File: src/rtl/fp_pkg.sv
// rtl/fp_pkg.sv - shared constants and stage record for the FP add/sub datapath
package fp_pkg;

  localparam logic OP_ADD = 1'b0;
  localparam logic OP_SUB = 1'b1;

  localparam int MANT_W_DEF = 24;
  localparam int TAG_W_DEF  = 4;

  // Sign/operation part of the stage record; mantissa and tag widths are
  // stage parameters, so those fields live next to it in each stage.
  typedef struct packed {
    logic a_sign;
    logic b_sign;
    logic op;
    logic eff_sub;
  } fp_ctl_t;

  // Magnitudes are subtracted when the signs (after applying op) differ.
  function automatic logic eff_sub_f(input logic a_sign, input logic b_sign, input logic op);
    return a_sign ^ b_sign ^ (op == OP_SUB);
  endfunction

endpackage

File: src/rtl/fp_mag_addsub.sv
// rtl/fp_mag_addsub.sv - combinational magnitude compare and add/subtract/negate-select
module fp_mag_addsub #(
  parameter int MANT_W = 24
) (
  input  logic [MANT_W-1:0] a,
  input  logic [MANT_W-1:0] b,
  input  logic              eff_sub,
  output logic [MANT_W:0]   mag,
  output logic              a_lt_b,
  output logic              a_eq_b
);

  logic [MANT_W:0]   sum;
  logic [MANT_W:0]   diff;
  logic [MANT_W-1:0] neg_diff;

  assign sum = {1'b0, a} + {1'b0, b};

  // a + ~b + 1: the carry-out is set exactly when a >= b, so the same
  // adder gives both the difference and the magnitude comparison.
  assign diff     = {1'b0, a} + {1'b0, ~b} + {{MANT_W{1'b0}}, 1'b1};
  assign a_lt_b   = ~diff[MANT_W];
  assign a_eq_b   = (a == b);
  assign neg_diff = ~diff[MANT_W-1:0] + {{(MANT_W-1){1'b0}}, 1'b1};

  // Select sum, a-b, or b-a (the negated difference) as the magnitude
  always_comb begin
    mag = sum;
    if (eff_sub) begin
      mag = {1'b0, (a_lt_b ? neg_diff : diff[MANT_W-1:0])};
    end
  end

endmodule

File: src/rtl/fp_signmag_pipe.sv
// rtl/fp_signmag_pipe.sv - two-stage sign / effective-op / magnitude pipeline
module fp_signmag_pipe
  import fp_pkg::*;
#(
  parameter int MANT_W = MANT_W_DEF,
  parameter int TAG_W  = TAG_W_DEF
) (
  input  logic              clk,
  input  logic              rst,
  input  logic              in_valid,
  output logic              in_ready,
  input  logic              in_a_sign,
  input  logic              in_b_sign,
  input  logic [MANT_W-1:0] in_a_mant,
  input  logic [MANT_W-1:0] in_b_mant,
  input  logic              in_op,
  input  logic [TAG_W-1:0]  in_tag,
  output logic              out_valid,
  input  logic              out_ready,
  output logic              out_sign,
  output logic              out_eff_sub,
  output logic [MANT_W:0]   out_mag,
  output logic              out_zero,
  output logic [TAG_W-1:0]  out_tag
);

  logic              s1_valid;
  fp_ctl_t           s1_ctl;
  logic [MANT_W-1:0] s1_a;
  logic [MANT_W-1:0] s1_b;
  logic [TAG_W-1:0]  s1_tag;

  logic              s2_load_en;
  logic              s1_advance;
  logic [MANT_W:0]   mag_next;
  logic              a_lt_b;
  logic              a_eq_b;
  logic              sign_next;

  // S2 may take new data when empty or when its current result leaves now.
  assign s2_load_en = !out_valid || out_ready;
  assign s1_advance = s1_valid && s2_load_en;
  assign in_ready   = !s1_valid || s1_advance;

  // S1: capture operands, tag and effective operation on input transfer
  always_ff @(posedge clk) begin
    if (rst) begin
      s1_valid <= 1'b0;
      s1_ctl   <= '0;
      s1_a     <= '0;
      s1_b     <= '0;
      s1_tag   <= '0;
    end else if (in_ready) begin
      s1_valid <= in_valid;
      if (in_valid) begin
        s1_ctl.a_sign  <= in_a_sign;
        s1_ctl.b_sign  <= in_b_sign;
        s1_ctl.op      <= in_op;
        s1_ctl.eff_sub <= eff_sub_f(in_a_sign, in_b_sign, in_op);
        s1_a           <= in_a_mant;
        s1_b           <= in_b_mant;
        s1_tag         <= in_tag;
      end
    end
  end

  fp_mag_addsub #(
    .MANT_W (MANT_W)
  ) u_mag (
    .a       (s1_a),
    .b       (s1_b),
    .eff_sub (s1_ctl.eff_sub),
    .mag     (mag_next),
    .a_lt_b  (a_lt_b),
    .a_eq_b  (a_eq_b)
  );

  // Result sign: exact cancellation gives +0; otherwise the larger operand's sign wins
  always_comb begin
    sign_next = s1_ctl.a_sign;
    if (s1_ctl.eff_sub) begin
      if (a_eq_b) begin
        sign_next = 1'b0;
      end else if (a_lt_b) begin
        sign_next = s1_ctl.b_sign ^ (s1_ctl.op != OP_ADD);
      end
    end
  end

  // S2: output register, held while downstream stalls
  always_ff @(posedge clk) begin
    if (rst) begin
      out_valid   <= 1'b0;
      out_sign    <= 1'b0;
      out_eff_sub <= 1'b0;
      out_mag     <= '0;
      out_zero    <= 1'b0;
      out_tag     <= '0;
    end else if (s2_load_en) begin
      out_valid <= s1_valid;
      if (s1_valid) begin
        out_sign    <= sign_next;
        out_eff_sub <= s1_ctl.eff_sub;
        out_mag     <= mag_next;
        out_zero    <= (mag_next == '0);
        out_tag     <= s1_tag;
      end
    end
  end

endmodule

File: config.mk
export PLATFORM = sky130hd
export DESIGN_NAME = fp_signmag_pipe
export DESIGN_NICKNAME = d
export VERILOG_FILES = /design/src/rtl/fp_pkg.sv /design/src/rtl/fp_mag_addsub.sv /design/src/rtl/fp_signmag_pipe.sv
export SDC_FILE = /design/constraint.sdc
export NUM_CORES = 1
export LEC_CHECK = 0
export CAP_MARGIN = 20
export CORE_ASPECT_RATIO = 0.6
export CORE_MARGIN = 1
export CORE_UTILIZATION = 50
export CTS_CLUSTER_SIZE = 16
export DETAILED_ROUTE_END_ITERATION = 10
export GPL_TIMING_DRIVEN = 0
export PLACE_DENSITY = 0.73
export RECOVER_POWER = 50
export SLEW_MARGIN = 0
export SYNTH_ARGS = -nofsm -noshare
export SYNTH_HDL_FRONTEND = slang
export SYNTH_SLANG_ARGS = --single-unit
File: constraint.sdc
create_clock -name clk -period 4.2 [get_ports clk]
set_input_delay 0.42 -clock clk [delete_from_list [all_inputs] [get_ports clk]]
set_output_delay 0.42 -clock clk [all_outputs]
set_load 0.01 [all_outputs]
==> run_results.csv, run 1 <==
group,metric,value,unit
route,dr_total_vias,7736,
min_path,min_from,"out_mag[14]",
synthesis,synth_edf_count,0,
timing,setup_viol_count_final,0,
route,routed_wl,24500,um
flow_run,drv_cap,0,
timing,finalCritPeriodShare,97.7,%
synthesis,synthesis.area,7130,um^2
critical_path,cpLargestDelayFamily,"compound AO/OA/AOI/OAI gates",
power,p_int,1.92,mW
power,seqPwrFrac,30.3,%
global_routing,grt_start_max_net_pins,16,
min_path,whs_path_depth,2,
final_layout,drive_gt1_share,8.67,%
synthesis,synth_top_family_by_area,"compound AO/OA/AOI/OAI gates",
clock_tree,cts_tree,"yes",
critical_path,crit_path_end_kind,"register",
clock_tree,clockBufferDepth,2,
floorplan,ioPinCount,93,
critical_path,critical-path-max-stage-delay,0.42,ns
place,place_congestion,0.993,
critical_path,cp.required,4.42,ns
place,io_buffers,91,
clock_tree,clock_latency,0.35,ns
clock_tree,cts_num_sinks,90,
global_routing,grt_pass1_wl,37400,um
critical_path,worst_ep_arrival_time,4.32,ns
critical_path,reg2reg_to,"out_mag[23]",
synthesis,synthAdderAreaFrac,9.16,%
critical_path,crit_buf_inv,2,
clock_tree,clockRootBuffer,"clkbuf_16",
global_routing,grt-ovfl-total,0,
synthesis,synth-compound-area-share,26.6,%
clock_tree,numCtsBuffers,9,
floorplan,dieArea,14800,um^2
synthesis,synth_ff_type,"dfxtp_1",
power,sw_frac_of_total,38.4,%
timing,finalClockSkew,0.00827,ns
place,dp_hpwl,19100,um
critical_path,criticalPathCategory,"reg -> reg",
power,p_sw,1.20,mW
final_layout,synthToLayoutAreaGrowth,24.2,%
final_layout,diodes,0,
timing,max_freq,244,MHz
timing,worst_slew_pin_slew,0.823,ns
global_routing,grt_usage,33.5,%
critical_path,r2r_slack,0.1,ns
timing,post-route-min-period,4.10,ns
floorplan,core,13800,um^2
clock_tree,htreeDepth,3,
timing,relSlewSlack,45.1,%
outcome,outcome,"finished, final reports clean",
synthesis,syn-num-nets,1101,
synthesis,ys_warn_count,0,
route,drc,0,
place,pre_cts_ws,-0.459,ns
floorplan,num_rows,33,
route,avgRoutedWirePerCell,18.9,um
power,peakVddDrop,0.177,mV
route,viasPerCell,5.96,
synthesis,postSynthCellCount,991,
critical_path,critical_path.cell_chain,"inv_1 > ha_1 > inv_1 > fa_2 > a211oi_4 > or4_4 > a21oi_2 > or3_4 > a221oi_4 > o2111ai_4 > or2_4 > o41a_1 > nor3b_2 > xnor2_2 > o21a_1 > nor2_1",
clock_tree,clk_pin_slew_worst_paths,0.07,ns
critical_path,slowest_stage,"a211oi_4",
power,power_density,351,nW/um^2
critical_path,worstPathMaxFanout,5,
timing,setup_slack,0.0980,ns
timing,hold_violations,0,
floorplan,die_y,94.5,um
global_routing,antenna_found_initial,0,
synthesis,synth-seq-cells,90,
final_layout,fin_nets,1213,
timing,slew_viol_final,0,
global_routing,grt_pass1_vias,6638,
route,first_iter_violations,758,
synthesis,ys_seq_area_share,25.3,%
synthesis,synth_cell_types,77,
power,combPwrFrac,40.9,%
synthesis,yosys.area_share.simple,25.1,%
synthesis,avgSynthCellArea,7.20,um^2
critical_path,setup.worst_path.start_class,"register",
min_path,min_to,"out_mag[14]",
final_layout,layout_common_cells,"nand2_1, a21oi_1, dfxtp_1, nor2_1, clkdlybuf4s50_1",
route,antenna_left,0,
synthesis,synth_xor_area_share,5.65,%
final_layout,fin_util,64.3,%
min_path,hold_path_class,"reg -> reg",
power,leakage,3.56,nW
final_layout,final_common_cell,"nand2_1",
power,power,3.11,mW
floorplan,die_x,156,um
route,drtPass1Iterations,7,
critical_path,worst-r2r-cell-count,16,
synthesis,synthArstFlopShare,0,%
critical_path,cpMostUsedCell,"inv_1",
synthesis,synthMuxAreaShare,1.42,%
critical_path,r2r-start,"s1_a[0]",
power,power.share.clock,28.8,%
final_layout,fill_cells,1310,
floorplan,start_util,51.7,%
-- sequential cells by signal, summed over array words and instances, names as in the netlist --
signal	cells
out_sign	1
out_valid	1
s1_valid	1
s1_b	24
s1_ctl	4
out_tag	4
out_mag	25
out_zero	1
s1_tag	4
out_eff_sub	1
s1_a	24
-- cell usage after synthesis (5+ instances only) --
cell type | number | share of area, %
o21ai_1 | 5 | 0.35
buf_1 | 5 | 0.26
or3_1 | 11 | 0.96
nor3_1 | 18 | 1.3
a21oi_1 | 122 | 8.6
o21ai_0 | 29 | 2.0
o31ai_1 | 6 | 0.63
inv_1 | 51 | 2.7
nand2b_1 | 8 | 0.70
nor2_1 | 77 | 4.1
and2_1 | 9 | 0.79
or2_2 | 8 | 0.70
nand3_1 | 23 | 1.6
a21o_1 | 7 | 0.74
xor2_1 | 6 | 0.74
o211ai_1 | 13 | 1.4
mux2i_1 | 9 | 1.3
dfxtp_1 | 90 | 25
nand2_1 | 184 | 9.7
and3_1 | 7 | 0.61
nand4_1 | 9 | 0.79
a31oi_1 | 10 | 0.88
a211oi_1 | 16 | 1.7
o21bai_1 | 10 | 1.1
nor2b_1 | 11 | 0.96
buf_2 | 7 | 0.49
nor4_1 | 8 | 0.70
clkbuf_1 | 43 | 2.3
xnor2_1 | 40 | 4.9
o21a_1 | 7 | 0.74
ha_1 | 49 | 8.6
-- tightest hold or removal path: cells and delay by family (launching register included) --
family | cells | cell delay (ns)
compound gates | 1 | 0.05
flops | 1 | 0.31
simple gates | 1 | 0.05
-- per-layer routing --
layer / wire, um / share of wire (%) / GRT usage (%) / vias up
met2: 9320 / 38 / 46.2 / 447
li1: - / - / - / 3704
met1: 11800 / 48 / 50.2 / 3549
met4: 355 / 1.4 / 7.03 / 0
met3: 3110 / 13 / 9.50 / 36
met5: 0 / 0 / 0 / -
-- logic make-up (layout without fill, tap and decap cells) --
group	Yosys count	after routing
fa+ha+maj	51	51
simple gates	391	391
flops	90	90
mux	10	10
xor+xnor	46	46
compound gates	288	288
buf+inv	115	231
-- power by group through the flow --
stage                     logic (mW)  clock network, mW  registers (mW)
final                           1.27              0.897           0.943
after global routing            1.36              0.939           0.949
after CTS                       1.16              0.902           0.942
after detailed placement        1.15                  0           0.962
after global placement          1.14                  0           0.960
after floorplan                0.794                  0           0.957
-- how the worst max path moves through the flow --
| stage | cells past startpoint | end | slack (ns) | start |
|---|---|---|---|---|
| floorplan | 16 | out_mag[23] | 0.62 | s1_a[0] |
| global placement | 16 | out_zero | -0.91 | s1_a[0] |
| detailed placement | 17 | out_zero | -0.46 | s1_a[0] |
| CTS | 15 | out_zero | 0.02 | s1_b[17] |
| global route | 15 | out_zero | -0.03 | s1_b[8] |
| finish | 16 | out_mag[23] | 0.1 | s1_a[0] |
-- through the flow --
| step | hold WS, ns | TNS (ns) | instances | area, um^2 |
|---|---|---|---|---|
| 2_1_floorplan | 0.432 | 0 | 991 | 7130 |
| 3_3_place_gp | 0.441 | -1.42 | 1274 | 8280 |
| 3_5_place_dp | 0.446 | -0.518 | 1275 | 8290 |
| 4_1_cts | 0.456 | 0 | 1291 | 8650 |
| 5_1_grt | 0.478 | -0.0539 | 1299 | 8860 |
| 6_report | 0.452 | 0 | 1299 | 8860 |
-- timing repair --
action                     in CTS  in global routing
hold buffers                    0                  0
hold endpoints to repair        0                  0
setup endpoints to repair       2                  5
pin swaps                       0                 14
gates resized for setup         8                 35
setup buffers                   2                  8
-- layout make-up --
type | instances | area (um^2) | share of cell area [%]
multi-input cells | 786 | 5020 | 56.7
repair buffers | 102 | 990 | 11.2
plain buffers | 61 | 288 | 3.25
well taps | 192 | 240 | 2.71
flip-flops and latches | 90 | 1810 | 20.4
clock inverters | 6 | 90.1 | 1.02
inverters | 53 | 199 | 2.25
clock buffers | 9 | 225 | 2.54
No activity file was read; power rests on OpenSTA's default activity.
==> inputs of run 2 (changes only) <==
--- a/config.mk
+++ b/config.mk
@@ -5,7 +5,6 @@
 export SDC_FILE = /design/constraint.sdc
 export NUM_CORES = 1
 export LEC_CHECK = 0
-export CAP_MARGIN = 20
 export CORE_ASPECT_RATIO = 0.6
 export CORE_MARGIN = 1
 export CORE_UTILIZATION = 50
==> run_results.csv, run 2 (synthesized netlist as in run 1, its figures left out) <==
group,metric,value,unit
global_routing,grt-ovfl-total,0,
floorplan,core,13800,um^2
power,leakage,3.55,nW
floorplan,dieArea,14800,um^2
place,pre_cts_ws,-0.842,ns
route,drc,0,
power,peakVddDrop,0.211,mV
power,power,3.07,mW
critical_path,slowest_stage,"o211ai_1",
final_layout,synthToLayoutAreaGrowth,24.2,%
clock_tree,cts_num_sinks,90,
timing,post-route-min-period,4.09,ns
global_routing,grt_start_max_net_pins,17,
clock_tree,clockBufferDepth,2,
global_routing,grt_pass1_vias,6815,
timing,relSlewSlack,45.2,%
final_layout,final_common_cell,"nand2_1",
final_layout,layout_common_cells,"nand2_1, a21oi_1, dfxtp_1, nor2_1, clkdlybuf4s50_1",
place,dpl_cell_area,8280,um^2
critical_path,crit_path_end_kind,"register",
route,avgRoutedWirePerCell,19.0,um
critical_path,worstPathMaxFanout,10,
timing,finalCritPeriodShare,97.4,%
floorplan,ioPinCount,93,
clock_tree,clockRootBuffer,"clkbuf_16",
critical_path,setup.worst_path.start_class,"register",
clock_tree,htreeDepth,3,
final_layout,fin_nets,1210,
global_routing,grt_usage,33.9,%
power,seqPwrFrac,30.7,%
timing,setup_slack,0.110,ns
power,p_int,1.86,mW
power,combPwrFrac,41.5,%
flow_run,drv_cap,0,
clock_tree,postCtsHoldBufs,0,
outcome,outcome,"finished, final reports clean",
final_layout,diodes,0,
clock_tree,clock_latency,0.35,ns
route,antenna_left,0,
timing,final.setup.tns,0,ns
final_layout,drive_gt1_share,8.78,%
critical_path,critical_path.cell_chain,"inv_1 > ha_1 > clkbuf_4 > nand2_1 > or2_2 > o211ai_1 > a21boi_1 > xnor2_1 > nand2b_1 > buf_6 > or3_4 > o41a_1 > nor3b_2 > xnor2_2 > o21a_1 > nor2_1",
route,first_iter_violations,819,
final_layout,final_area,8860,um^2
timing,setup_viol_count_final,0,
min_path,whs_path_depth,2,
floorplan,die_y,94.5,um
clock_tree,cts_tree,"yes",
floorplan,die_x,156,um
place,dp_hpwl,19100,um
timing,max_freq,245,MHz
route,drtPass1Iterations,5,
critical_path,critical-path-max-stage-delay,0.46,ns
power,p_sw,1.21,mW
route,routed_wl,24600,um
power,sw_frac_of_total,39.3,%
timing,slew_viol_final,0,
critical_path,cp.required,4.43,ns
power,power_density,347,nW/um^2
min_path,hold_path_class,"reg -> reg",
route,dr_total_vias,7714,
clock_tree,clk_pin_slew_worst_paths,0.07,ns
power,power.share.clock,27.8,%
final_layout,regMostFlops,"out_mag",
floorplan,start_util,51.7,%
critical_path,criticalPathCategory,"reg -> reg",
timing,worst_slew_pin_slew,0.821,ns
critical_path,worst-r2r-cell-count,16,
route,viasPerCell,5.95,
timing,finalClockSkew,0.00809,ns
final_layout,largest_reg_flops,25,
final_layout,reg.largest.list,"out_mag: 25 flops, s1_a: 24 flops, s1_b: 24 flops",
global_routing,grt_pass1_wl,37900,um
final_layout,fin_util,64.2,%
global_routing,antenna_found_initial,0,
place,place_congestion,0.993,
critical_path,worst_ep_arrival_time,4.32,ns
floorplan,num_rows,33,
clock_tree,numCtsBuffers,9,
place,io_buffers,91,
timing,hold_violations,0,
==> run 2: cell count changes in the layout (fill, tap and decap cells not counted), sizes merged <==
cell	before	now
bufinv	2	1
clkinv	2	3
clkbuf	53	51
==> run 2: metal layers <==
layer / global-route usage (%) / vias to the layer above / routed length [um]
li1: - / 3708 / -
met1: 50.9 / 3540 / 11800
met2: 48.3 / 439 / 9490
met3: 8.40 / 27 / 3040
met4: 5.88 / 0 / 287
met5: 0 / - / 0
==> run 2: repair_timing <==
item,in CTS,in global routing
setup buffers,1,9
pin swaps,0,17
gates resized for setup,11,39
endpoints found under the setup margin,3,8
==> run 2: worst max-delay path: cells and delay by family (launching register included) <==
kind | cells | cell delay, ns
and+or+nand+nor | 6 | 1.27
AOI/OAI and AO/OA | 4 | 1.11
buffers and inverters | 3 | 0.44
xor gates and xnor gates | 2 | 0.43
DFF | 1 | 0.37
adders and majority gates | 1 | 0.34
==> run 2: final timing paths <==
path,slack [ns],startpoint,to
worst max-delay path,0.11,s1_b[8],out_mag[23]
worst min-delay path,0.45,s1_tag[2],out_tag[2]
worst max register to register,0.11,s1_b[8],out_mag[23]
worst min register to register,0.45,s1_tag[2],out_tag[2]
==> run 2: stage by stage <==
step / hold WS [ns] / std cells
2_1_floorplan: 0.432 / 991
3_3_place_gp: 0.441 / 1274
6_report: 0.453 / 1297
5_1_grt: 0.473 / 1297
4_1_cts: 0.455 / 1290
3_5_place_dp: 0.445 / 1274
==> run 2: cell type report <==
type                       instances  area (um^2)
multi-input combinational        786         5040
fill                            1321         4930
sequential                        90         1810
timing repair buffer             101          986
buffer                            59          285
tap                              192          240
clock buffer                      10          229
inverter                          53          199
clock inverter                     6         72.6
==> run 2: power by group through the flow <==
stage / Clock (mW) / Sequential (mW) / Combinational [mW]
after floorplan: 0 / 0.957 / 0.794
after global placement: 0 / 0.960 / 1.14
after detailed placement: 0 / 0.961 / 1.14
after CTS: 0.855 / 0.942 / 1.16
after global routing: 0.889 / 0.949 / 1.36
final: 0.854 / 0.942 / 1.27
